`config.mk`:
```
export PLATFORM = sky130hd
export DESIGN_NAME = bram_master_flat
export DESIGN_NICKNAME = d
export VERILOG_FILES = /design/src/rtl/bram_pkg.sv /design/src/rtl/bram_master_if.sv /design/src/rtl/burst_counter.sv /design/src/rtl/bram_master.sv /design/src/flat_wrapper.sv
export SDC_FILE = /design/constraint.sdc
export NUM_CORES = 1
export LEC_CHECK = 0
export CAP_MARGIN = 0
export CORE_MARGIN = 2
export CORE_UTILIZATION = 30
export DETAILED_ROUTE_END_ITERATION = 8
export PLACE_DENSITY = 0.62
export SLEW_MARGIN = 40
export SYNTH_ARGS = -nofsm -noshare
export SYNTH_HDL_FRONTEND = slang
export SYNTH_SLANG_ARGS = --single-unit
```
`constraint.sdc`:
```
create_clock -name ck -period 3.63 [get_ports ck]
set_input_delay 0.363 -clock ck [delete_from_list [all_inputs] [get_ports ck]]
set_output_delay 0.363 -clock ck [all_outputs]
set_load 0.02 [all_outputs]
```
`src/rtl/bram_pkg.sv`:
```
// bram_pkg: shared state encoding, burst-length default and range-check helper for bram_master
package bram_pkg;
  typedef enum logic [1:0] {IDLE, WR, RD, FIN} state_t;
  localparam int DEF_LEN_W = 4;
  function automatic logic range_err(input logic [63:0] addr, input logic [63:0] len, input logic [63:0] depth);
    return addr + len >= depth;
  endfunction
endpackage

```
`src/rtl/bram_master_if.sv`:
```
// bram_master_if: client command/data channels plus BRAM pin bundle for bram_master
interface bram_master_if #(parameter int DATA_WIDTH = 32, parameter int LEN_W = bram_pkg::DEF_LEN_W);
  logic req_valid, req_ready, req_write;
  logic [DATA_WIDTH-1:0] req_addr;
  logic [LEN_W-1:0] req_len;
  logic wr_valid, wr_ready;
  logic [DATA_WIDTH-1:0] wr_data;
  logic rd_valid, rd_ready, rd_last;
  logic [DATA_WIDTH-1:0] rd_data;
  logic done, err;
  logic [DATA_WIDTH-1:0] bram_addr, bram_din, bram_dout;
  logic bram_wen, bram_ce, bram_busy;
  modport master (
    input req_valid, req_write, req_addr, req_len, wr_valid, wr_data, rd_ready, bram_dout, bram_busy,
    output req_ready, wr_ready, rd_valid, rd_data, rd_last, done, err, bram_addr, bram_din, bram_wen, bram_ce
  );
  modport slave (
    output req_valid, req_write, req_addr, req_len, wr_valid, wr_data, rd_ready, bram_dout, bram_busy,
    input req_ready, wr_ready, rd_valid, rd_data, rd_last, done, err, bram_addr, bram_din, bram_wen, bram_ce
  );
endinterface

```
`src/rtl/burst_counter.sv`:
```
// burst_counter: current burst address and remaining-beat count with load/step/last
module burst_counter #(
  parameter int DATA_WIDTH = 32,
  parameter int LEN_W = 4
) (
  input  logic ck,
  input  logic rst,
  input  logic load,
  input  logic step,
  input  logic [DATA_WIDTH-1:0] load_addr,
  input  logic [LEN_W-1:0] load_len,
  output logic [DATA_WIDTH-1:0] addr,
  output logic last
);
  logic [LEN_W-1:0] rem;
  always_ff @(posedge ck or posedge rst) begin
    if (rst) begin
      addr <= '0;
      rem <= '0;
    end else if (load) begin
      addr <= load_addr;
      rem <= load_len;
    end else if (step) begin
      addr <= addr + 1'b1;
      rem <= rem - 1'b1;
    end
  end
  assign last = rem == '0;
endmodule

```
`src/rtl/bram_master.sv`:
```
// bram_master: burst read/write initiator for a single-port BRAM; BRAM_MASTER_BURST_EN enables multi-beat bursts
module bram_master
  import bram_pkg::*;
#(
  parameter int DATA_WIDTH = 32,
  parameter int BRAM_DEPTH = 256,
  parameter int LEN_W = DEF_LEN_W
) (
  input logic ck,
  input logic rst,
  bram_master_if.master bus
);
  state_t state, state_nxt;
  logic [DATA_WIDTH-1:0] cur_addr, addr_hold, din_hold;
  logic last, bad, hs, load, wr_beat, rd_issue, step, rd_free, rd_last_q;
  assign hs = bus.req_valid && bus.req_ready;
  assign load = hs && !bad;
  assign rd_free = !bus.rd_valid || bus.rd_ready;
  assign wr_beat = state == WR && bus.wr_valid && !bus.bram_busy;
  assign rd_issue = state == RD && !bus.bram_busy && rd_free;
  assign step = wr_beat || rd_issue;
`ifdef BRAM_MASTER_BURST_EN
  assign bad = range_err(64'(bus.req_addr), 64'(bus.req_len), 64'(BRAM_DEPTH));
  burst_counter #(.DATA_WIDTH(DATA_WIDTH), .LEN_W(LEN_W)) u_cnt (
    .ck(ck), .rst(rst), .load(load), .step(step),
    .load_addr(bus.req_addr), .load_len(bus.req_len), .addr(cur_addr), .last(last)
  );
`else
  logic unused_len;
  assign unused_len = ^bus.req_len;
  assign bad = range_err(64'(bus.req_addr), 64'd0, 64'(BRAM_DEPTH));
  assign last = 1'b1;
  always_ff @(posedge ck or posedge rst) begin
    if (rst) cur_addr <= '0;
    else if (load) cur_addr <= bus.req_addr;
  end
`endif
  // req_ready is gated by rst so every output reads 0 while reset is held
  assign bus.req_ready = state == IDLE && !rst;
  assign bus.wr_ready = state == WR && !bus.bram_busy;
  assign bus.bram_ce = step;
  assign bus.bram_wen = wr_beat;
  assign bus.bram_addr = step ? cur_addr : addr_hold;
  assign bus.bram_din = wr_beat ? bus.wr_data : din_hold;
  assign bus.done = state == FIN && rd_free;
  assign bus.rd_last = bus.rd_valid && rd_last_q;
  always_comb begin
    state_nxt = state;
    case (state)
      IDLE: state_nxt = load ? (bus.req_write ? WR : RD) : IDLE;
      WR: state_nxt = wr_beat && last ? FIN : WR;
      RD: state_nxt = rd_issue && last ? FIN : RD;
      FIN: state_nxt = rd_free ? IDLE : FIN;
      default: state_nxt = IDLE;
    endcase
  end
  always_ff @(posedge ck or posedge rst) begin
    if (rst) begin
      state <= IDLE;
      addr_hold <= '0;
      din_hold <= '0;
      bus.rd_valid <= 1'b0;
      bus.rd_data <= '0;
      rd_last_q <= 1'b0;
      bus.err <= 1'b0;
    end else begin
      state <= state_nxt;
      bus.err <= hs && bad;
      if (step) addr_hold <= cur_addr;
      if (wr_beat) din_hold <= bus.wr_data;
      if (rd_issue) begin
        bus.rd_data <= bus.bram_dout;
        bus.rd_valid <= 1'b1;
        rd_last_q <= last;
      end else if (bus.rd_ready) bus.rd_valid <= 1'b0;
    end
  end
endmodule

```
`src/flat_wrapper.sv`:
```
// flat-port wrapper written by rule: the top's interface ports become plain ports
module bram_master_flat import bram_pkg::*;
#(
  parameter int DATA_WIDTH = 32,
  parameter int BRAM_DEPTH = 256,
  parameter int LEN_W = DEF_LEN_W
)
  (ck, rst, bus_req_valid, bus_req_write, bus_req_addr, bus_req_len, bus_wr_valid, bus_wr_data, bus_rd_ready, bus_bram_dout, bus_bram_busy, bus_req_ready, bus_wr_ready, bus_rd_valid, bus_rd_data, bus_rd_last, bus_done, bus_err, bus_bram_addr, bus_bram_din, bus_bram_wen, bus_bram_ce);
  bram_master_if #(.DATA_WIDTH(DATA_WIDTH), .LEN_W(LEN_W)) bus_i ();
  input logic ck;
  input logic rst;
  input wire logic [$bits(bus_i.req_valid)-1:0] bus_req_valid;
  input wire logic [$bits(bus_i.req_write)-1:0] bus_req_write;
  input wire logic [$bits(bus_i.req_addr)-1:0] bus_req_addr;
  input wire logic [$bits(bus_i.req_len)-1:0] bus_req_len;
  input wire logic [$bits(bus_i.wr_valid)-1:0] bus_wr_valid;
  input wire logic [$bits(bus_i.wr_data)-1:0] bus_wr_data;
  input wire logic [$bits(bus_i.rd_ready)-1:0] bus_rd_ready;
  input wire logic [$bits(bus_i.bram_dout)-1:0] bus_bram_dout;
  input wire logic [$bits(bus_i.bram_busy)-1:0] bus_bram_busy;
  output wire logic [$bits(bus_i.req_ready)-1:0] bus_req_ready;
  output wire logic [$bits(bus_i.wr_ready)-1:0] bus_wr_ready;
  output wire logic [$bits(bus_i.rd_valid)-1:0] bus_rd_valid;
  output wire logic [$bits(bus_i.rd_data)-1:0] bus_rd_data;
  output wire logic [$bits(bus_i.rd_last)-1:0] bus_rd_last;
  output wire logic [$bits(bus_i.done)-1:0] bus_done;
  output wire logic [$bits(bus_i.err)-1:0] bus_err;
  output wire logic [$bits(bus_i.bram_addr)-1:0] bus_bram_addr;
  output wire logic [$bits(bus_i.bram_din)-1:0] bus_bram_din;
  output wire logic [$bits(bus_i.bram_wen)-1:0] bus_bram_wen;
  output wire logic [$bits(bus_i.bram_ce)-1:0] bus_bram_ce;
  assign bus_i.req_valid = bus_req_valid;
  assign bus_i.req_write = bus_req_write;
  assign bus_i.req_addr = bus_req_addr;
  assign bus_i.req_len = bus_req_len;
  assign bus_i.wr_valid = bus_wr_valid;
  assign bus_i.wr_data = bus_wr_data;
  assign bus_i.rd_ready = bus_rd_ready;
  assign bus_i.bram_dout = bus_bram_dout;
  assign bus_i.bram_busy = bus_bram_busy;
  assign bus_req_ready = bus_i.req_ready;
  assign bus_wr_ready = bus_i.wr_ready;
  assign bus_rd_valid = bus_i.rd_valid;
  assign bus_rd_data = bus_i.rd_data;
  assign bus_rd_last = bus_i.rd_last;
  assign bus_done = bus_i.done;
  assign bus_err = bus_i.err;
  assign bus_bram_addr = bus_i.bram_addr;
  assign bus_bram_din = bus_i.bram_din;
  assign bus_bram_wen = bus_i.bram_wen;
  assign bus_bram_ce = bus_i.bram_ce;
  bram_master #(.DATA_WIDTH(DATA_WIDTH), .BRAM_DEPTH(BRAM_DEPTH), .LEN_W(LEN_W)) u_core (.ck(ck), .rst(rst), .bus(bus_i));
endmodule
```
==> impl_metrics.py <==
metrics = {
    "status": {
        "status": "completed",
    },
    "cts": {
        "cts.path.max_buffers": 2,
        "cts_tree": "yes",
        "cts_post_setup_buffers_inserted": 0,
        "cts.sinks": 133,
        "cts_root_buf": "clkbuf_16",
        "cts_made_buffers": 17,
        "hold_buffers": 0,
        "clock_latency_ns": 0.41,
        "clk_pin_slew_worst_paths_ns": 0.05,
        "cts-htree-levels": 4,
        "post_cts_resized": 0,
    },
    "timing": {
        "fmax_mhz": 330,
        "tns_ns": 0,
        "tightest_slew_ns": 0.534,
        "clock_skew_ns": 0.00582,
        "slew_headroom_pct": 64.4,
        "grt_setup_unrepaired": "false",
        "finalCritPeriodShare_pct": 83.5,
        "fin_crit_ns": 3.03,
        "setup_violations": 0,
        "drv_slew": 0,
        "finalHoldViolations": 0,
    },
    "yosys": {
        "ys_types": 24,
        "ys_seq_elements": 133,
        "netlist_area_um2": 5060,
        "synth_fp_nets": 412,
        "syn_area_per_cell_um2": 16.6,
        "yosysSeqAreaShare_pct": 65.8,
        "yosys_warnings": 0,
        "syn_inst": 305,
    },
    "cells_and_area": {
        "seq_area_um2": 3330,
        "final_cell_mix": "206 x clkdlybuf4s50_1, 133 x dfrtp_1, 71 x mux2_2, 29 x mux2_4, 24 x nor2b_1",
        "fillCellCount": 1441,
        "multi_input_area_um2": 1620,
        "syn2layout_area_growth_pct": 57.0,
        "num_antenna_cells": 0,
        "layout-drive-gt1-share_pct": 27.0,
        "utilization_pct": 48.1,
        "layout_commonest_cell": "clkdlybuf4s50_1",
        "finalNetCount": 632,
    },
    "detailed_routing": {
        "ant_nets": 0,
        "post_drt_wl_per_cell_um": 15.0,
        "dr.pass1.iters": 4,
        "drcViolationCount": 0,
        "viasPerCell": 4.26,
        "dr.first_iter.drc_count": 92,
        "num_vias": 3227,
        "wirelength_mm": 11.4,
    },
    "worst_setup_path": {
        "startpoint_type": "flop",
        "cp-end-kind": "output port",
        "cp_slowest_cell": "clkdlybuf4s50_1",
        "crit_path_max_incr_delay_ns": 0.56,
        "critical_path_class": "flop to output port",
        "cp.required_ns": 3.27,
        "crit_fanout": 34,
        "regToRegSetupSlack_ns": 1.76,
        "cp.arrival_ns": 2.67,
        "cp_cell_sequence": "nor3b_2, and2_2, buf_4, mux2_2, clkdlybuf4s50_1",
    },
    "placed_design": {
        "hpwl_mm": 7.98,
        "numPortBuffers": 206,
        "finalWeightedCongestion": 0.787,
    },
    "global_route": {
        "grtUsageMet1_pct": 15.7,
        "use_met2_pct": 21.0,
        "gr-total-overflow": 0,
        "grt_pass1_vias": 3585,
        "track_usage_pct": 13.4,
        "grt_max_degree": 71,
        "grt_pass1_wl_mm": 18.5,
        "top_usage_layer": "met2",
        "antenna_found_initial": 0,
        "use_met3_pct": 7.22,
    },
    "pwr": {
        "p_int_mw": 3.97,
        "combPwrFrac_pct": 37.4,
        "p_leak_nw": 3.58,
        "sw_frac_of_total_pct": 30.7,
        "ir_drop_mv": 0.527,
        "p_sw_mw": 1.76,
        "p_per_area_nw_per_um2": 722,
        "clkPwrFrac_pct": 27.5,
        "seqPwrFrac_pct": 35.1,
    },
    "floorplanning": {
        "coreArea_um2": 16500,
        "die_h_um": 134,
        "die_x_um": 134,
        "fp-row-count": 47,
        "start_util_pct": 30.6,
        "die_area_um2": 17900,
        "ioPinCount": 211,
    },
    "worst_hold_path": {
        "min_path_type": "input port to async pin",
    },
    "flow_run": {
        "maxCapViolCount": 0,
    },
}
## registers in the layout, indices dropped and copies added (netlist names)
| name | flops |
|---|---|
| u_core.bus.rd_valid | 1 |
| u_core.din_hold | 32 |
| u_core.addr_hold | 32 |
| u_core.bus.err | 1 |
| u_core.cur_addr | 32 |
| u_core.state | 2 |
| u_core.bus.rd_data | 32 |
| u_core.rd_last_q | 1 |
## final timing paths
check                                  from                     end  cells after the start
setup / recovery            u_core.state[1]         bus_bram_din[1]                      5
hold / removal                          rst     u_core.bus.rd_valid                      2
setup reg to reg            u_core.state[0]  u_core.bus.rd_data[25]                      4
hold reg to reg            u_core.rd_last_q        u_core.rd_last_q                      1
max in group asynchronous               rst      u_core.din_hold[0]                      3
min in group ck            u_core.rd_last_q        u_core.rd_last_q                      1
## metrics by stage
stage,setup WS [ns],instances,cell area (um2),total power [mW],hold WS [ns]
after CTS,0.536,757,7940,5.83,0.380
after detailed placement,0.622,725,7390,4.21,0.460
after global routing,0.440,758,7950,6.05,0.414
after floorplan,1.52,305,5060,3.16,0.431
after global placement,0.654,725,7390,4.18,0.448
final,0.599,758,7950,5.74,0.383
## metal layers
metal | up-vias | part of all wire (%)
li1 | 1490 | -
met3 | 11 | 8.3
met4 | 0 | 1.3
met5 | - | 0
met1 | 1611 | 42
met2 | 115 | 49
## cells by family after synthesis
| family | after synthesis | share of synthesized area, % |
|---|---|---|
| buffers and inverters | 17 | 2.30 |
| flip-flops | 133 | 65.8 |
| AO/OA/AOI/OAI | 3 | 0.494 |
| multiplexers | 104 | 25.3 |
| AND/OR/NAND/NOR | 48 | 6.16 |
## layout make-up
| cell class | count | share of cell area, % |
|---|---|---|
| clock buffer | 23 | 5.89 |
| clock inverter | 9 | 0.992 |
| inverter | 3 | 0.189 |
| multi-input combinational | 155 | 20.4 |
| sequential | 133 | 41.9 |
| tap | 220 | 3.46 |
| timing repair buffer | 215 | 27.2 |
## worst max-delay path, delay by kind of cell (launching register included)
kind                   cells  cell delay [ns]
and+or+nand+nor            2             0.42
buffers and inverters      2             0.96
muxes                      1             0.41
DFF                        1             0.44
## power by group through the flow
stage               registers, mW  logic [mW]  clock network, mW
floorplan                    2.24       0.919                  0
global placement             2.03        2.15                  0
detailed placement           2.04        2.17                  0
CTS                          2.02        2.18               1.64
global route                 2.06        2.27               1.72
finish                       2.01        2.14               1.58
## cell usage after synthesis
cell type  instances  area share (%)
and3_1             1            0.12
or2_2              1            0.12
nand2b_1           2            0.25
nand4_1            1            0.12
a221o_1            2            0.40
buf_4              4            0.59
and2_1             2            0.25
inv_1              3            0.22
nor4_1             6            0.74
nor3_2             1            0.20
nor3b_2            1            0.25
buf_6              4            0.89
nor2_4             1            0.22
nor2_1             2            0.15
dfrtp_1          133              66
nor3b_1            1            0.15
nor2b_1           24             3.0
nand2_1            4            0.30
mux2_4            29             8.6
mux2_2            71              16
buf_2              6            0.59
o21ai_0            1           0.099
mux2_1             4            0.89
nor3_4             1            0.32
Note: power is estimated with default switching activity, not from simulation.
